## src/rtl/prog_seq.sv

```systemverilog
// rtl/prog_seq.sv - program sequencer: launches one of three programs and steps the PC through it
module prog_seq #(
  parameter int PC_W  = 10,
  parameter int CNT_W = 16
) (
  input  logic             clk_i,
  input  logic             rst_ni,
  input  logic             start_i,
  input  logic [1:0]       prog_sel_i,
  input  logic             stall_i,
  input  logic             halt_i,
  input  logic             branch_en_i,
  input  logic             branch_taken_i,
  input  logic [2:0]       branch_idx_i,
  input  logic [PC_W-1:0]  lut_target_i,
  output logic [2:0]       lut_addr_o,
  output logic [1:0]       prog_state_o,
  output logic [PC_W-1:0]  pc_o,
  output logic             busy_o,
  output logic             done_o,
  output logic             ack_o,
  output logic             err_o,
  output logic [CNT_W-1:0] cycle_count_o
);

  typedef enum logic [1:0] {
    IDLE = 2'd0,
    LOAD = 2'd1,
    RUN  = 2'd2,
    DONE = 2'd3
  } state_e;

  state_e           state_q;
  logic [PC_W-1:0]  pc_q;
  logic [1:0]       prog_q;
  logic [CNT_W-1:0] cnt_q;
  logic             ack_q;
  logic             err_q;
  logic [CNT_W-1:0] cnt_inc_d;

  // Saturating increment of the RUN-cycle counter
  always_comb begin
    cnt_inc_d = cnt_q;
    if (cnt_q != {CNT_W{1'b1}}) begin
      cnt_inc_d = cnt_q + 1'b1;
    end
  end

  // Sequencer FSM: launch handshake, entry-point load, then Stall > Halt > branch > increment
  always_ff @(posedge clk_i or negedge rst_ni) begin
    if (!rst_ni) begin
      state_q <= IDLE;
      pc_q    <= '0;
      prog_q  <= 2'b00;
      cnt_q   <= '0;
      ack_q   <= 1'b0;
      err_q   <= 1'b0;
    end else begin
      ack_q <= 1'b0;
      err_q <= 1'b0;
      unique case (state_q)
        IDLE, DONE: begin
          if (start_i) begin
            if (prog_sel_i != 2'b00) begin
              prog_q  <= prog_sel_i;
              ack_q   <= 1'b1;
              cnt_q   <= '0;
              state_q <= LOAD;
            end else begin
              err_q <= 1'b1;
            end
          end
        end
        LOAD: begin
          pc_q    <= lut_target_i;
          cnt_q   <= '0;
          state_q <= RUN;
        end
        RUN: begin
          cnt_q <= cnt_inc_d;
          if (stall_i) begin
            pc_q <= pc_q;
          end else if (halt_i) begin
            state_q <= DONE;
          end else if (branch_en_i && branch_taken_i) begin
            pc_q <= lut_target_i;
          end else begin
            pc_q <= pc_q + 1'b1;
          end
        end
        default: state_q <= IDLE;
      endcase
    end
  end

  // LUT index follows the instruction only while running; LOAD reads the entry slot 0
  always_comb begin
    lut_addr_o = 3'b000;
    if (state_q == RUN) begin
      lut_addr_o = branch_idx_i;
    end
  end

  assign prog_state_o  = prog_q;
  assign pc_o          = pc_q;
  assign busy_o        = (state_q == LOAD) || (state_q == RUN);
  assign done_o        = (state_q == DONE);
  assign ack_o         = ack_q;
  assign err_o         = err_q;
  assign cycle_count_o = cnt_q;

endmodule
```

## config.mk

```make
export PLATFORM = sky130hd
export DESIGN_NAME = prog_seq
export DESIGN_NICKNAME = d
export VERILOG_FILES = /design/src/rtl/prog_seq.sv
export SDC_FILE = /design/constraint.sdc
export NUM_CORES = 1
export LEC_CHECK = 0
export CAP_MARGIN = 20
export CORE_ASPECT_RATIO = 0.5
export CORE_UTILIZATION = 46
export DETAILED_ROUTE_END_ITERATION = 10
export GPL_TIMING_DRIVEN = 0
export PLACE_DENSITY = 0.78
export SETUP_SLACK_MARGIN = 0.1
export SLEW_MARGIN = 20
export SYNTH_ARGS = -nofsm -noshare
export SYNTH_HDL_FRONTEND = slang
export SYNTH_SLANG_ARGS = --single-unit
```

## constraint.sdc

```tcl
create_clock -name clk_i -period 2.3 [get_ports clk_i]
set_input_delay 0.23 -clock clk_i [delete_from_list [all_inputs] [get_ports clk_i]]
set_output_delay 0.23 -clock clk_i [all_outputs]
set_load 0.02 [all_outputs]
```

==> metrics.cfg <==
[run_status]
status = complete, no violations

[yosys]
syn_inst = 208
synth_cell_type_count = 46
seq_area_frac_synth_pct = 42.2
yosysTopAreaCellShare_pct = 42.2
synth.most_common_cell = dfrtp_1
syn_area_per_cell_sq_um = 9.13
syn-num-nets = 235
synthFlopType = dfrtp_1
yosys.area.top_type = dfrtp_1
ys_warn_count = 0
yosys-top-cells-area = dfrtp_1 42%, a21oi_1 5.3%, mux2i_1 5.3%
ys_ff_latch = 32
synth_top_cells_by_count = 32 x dfrtp_1, 20 x a21oi_1, 16 x nand2_1
async_reset_ff_share_pct = 100
synth_area_sq_mm = 0.00190
synth-edff-count = 0

[sta]
hold_viol_final = 0
rsz0062_at_grt = no
setup_violations = 0
slew_violations = 0
timing.fmax_ghz = 0.496
fin_skew_ns = 0.00924
fin_crit_ns = 2.02
final.setup.tns_ns = 0
slew_headroom_pct = 53.1
fin_ws_ns = 0.283
worst_pin_slew_ns = 0.684
fin_crit_sh_pct = 87.7

[placement]
place_area_sq_mm = 0.00254
place.gp.congestion = 0.844
io_buffers = 56
place_ws_ns = 0.0517
dp.final_hpwl_microns = 3450
placedCellCount = 319

[pwr]
ir_drop_mv = 0.434
totalPowerFinal_mw = 2.80
leakage_nw = 1.08
power.density_mw_per_mm2 = 1060

[setup_path]
cp_max_fo = 10
required_ns = 2.07
critical-path-top-delay-family = buffers and inverters
crit_path_top_delay_cell = dfrtp_1
path_class = flip-flop to primary output
path_buf_inv = 4
crit_chain = inv_1, ha_1, buf_4, clkbuf_4, and2_1, dlygate4sd2_1
start_kind = flip-flop
arrival_ns = 1.79
slowest_delay_ns = 0.41
worstSetupEndpointType = primary output

[clock_network]
cts.htree.levels = 2
cts.reportedPaths.clkPinSlew_ns = 0.07
tritoncts = done
cts_sinks = 32
clockRootBuffer = clkbuf_8
cts_max_path_buffers = 2
numCtsBuffers = 5
clk_latency_ns = 0.29

[hold_path]
hp-class = primary input to asynchronous set/reset pin

[global_route]
gr-total-overflow = 0
gr-usage-all-layers_pct = 22.3
grt_antenna_before_repair = 0
grt_pass1_wl_microns = 7500
grt_pass1_vias = 1664
grt_start_max_net_pins = 29

[layout]
fin_cells = 328
fillers = 341
final_area_sq_mm = 0.00265
nNetsFinal = 300
diodes = 0
syn_to_final_growth_pct = 39.7
drive_gt1_share_pct = 8.76

[floorplan]
initial_utilization_pct = 48.4
die_y_microns = 47.4
core-area_sq_mm = 0.00392
dieArea_sq_mm = 0.00440
top_level_ports = 57
rows = 16
chipWidth_microns = 92.8

[detailed_routing]
via_per_inst = 5.80
firstDrtPassIters = 4
wl_per_cell_microns = 14.6
ant_nets = 0
drt_iter0_drc = 55
post-route-drc-count = 0
vias = 1903
routed_wl_microns = 4790

[run]
drv_cap = 0

## state kept, by name (all words and copies together), names as in the netlist
signal	flops
pc_o	10
ack_o	1
cycle_count_o	16
prog_state_o	2
state_q	2
err_o	1
## cells by family (layout without fill, tap and decap cells)
family / after synthesis / in the layout / synth area share, %
mux: 14 / 14 / 7.65
flops: 32 / 32 / 42.2
buf+inv: 21 / 87 / 4.35
compound gates: 70 / 70 / 24.7
simple gates: 66 / 66 / 17.8
fa+ha+maj: 5 / 5 / 3.30
## worst paths after layout
kind | cells past startpoint | slack, ns | from | endpoint
worst min register to register | 1 | 0.51 | prog_state_o[0] | prog_state_o[0]
worst max register to register | 5 | 0.31 | state_q[0] | cycle_count_o[0]
worst min-delay path | 2 | 0.29 | rst_ni | pc_o[9]
worst max-delay path | 6 | 0.28 | state_q[0] | lut_addr_o[2]
max in group asynchronous | 3 | 1.63 | rst_ni | err_o
min in group clk_i | 1 | 0.51 | prog_state_o[0] | prog_state_o[0]
## area by class of cell
type,instances,area (sq um),area share [%]
multi-input combinational,155,1010,38.3
sequential,32,801,30.2
timing repair buffer,58,584,22.0
clock buffer,6,82.6,3.11
tap,54,67.6,2.55
buffer,9,46.3,1.75
inverter,12,45.0,1.70
clock inverter,2,10.0,0.378
## power breakdown
| part | internal (mW) | switching, mW |
|---|---|---|
| Sequential | 0.709 | 0.140 |
| Clock | 0.239 | 0.223 |
| Combinational | 0.650 | 0.844 |
## cells in the final DEF, fill, tap and decap left out, types with 2 or more instances in the layout
cell type and count:
nor4_1 3, clkinv_2 2, a41o_1 2, nor3b_1 2
and2_1 3, o2bb2ai_1 6, or3_1 2, a2bb2oi_1 3
mux2i_1 10, nand3_1 10, o211ai_1 3, dlygate4sd2_1 3
a21oi_1 20, mux2_2 4, inv_1 12, clkbuf_8 6
buf_2 3, o22ai_1 6, nor2_1 11, or4_1 2
dfrtp_1 32, clkbuf_2 2, nor3_1 7, a211oi_1 2
o21bai_1 2, ha_1 5, o21ai_0 11, nand2_1 16
a2111oi_0 2, a31oi_1 2, nand2b_1 2, nand4_1 2
clkbuf_1 3, clkdlybuf4s50_1 51
## repair_timing
| action | 4_1_cts | 5_1_grt |
|---|---|---|
| endpoints found under the hold margin | 32 | 0 |
| setup buffers | 0 | 0 |
| hold buffers | 1 | 0 |
| pin swaps | 0 | 0 |
| resized for setup | 7 | 3 |
| cloned | 0 | 0 |
| endpoints found under the setup margin | 4 | 2 |
## routing by layer
layer | track usage [%] | up-vias | part of all wire [%]
li1 | - | 918 | -
met1 | 28.4 | 914 | 47
met2 | 38.5 | 62 | 47
met3 | 5.40 | 9 | 4.5
met4 | 8.92 | 0 | 1.1
met5 | 0 | - | 0
## through the flow
stage / utilization [%] / hold slack, ns
floorplan: - / -0.0656
global placement: 64.4 / 0.489
detailed placement: 64.8 / 0.0639
CTS: 67.5 / 0.297
global route: 67.6 / 0.309
finish: 67.6 / 0.290
Note: power is estimated with default switching activity, not from simulation.
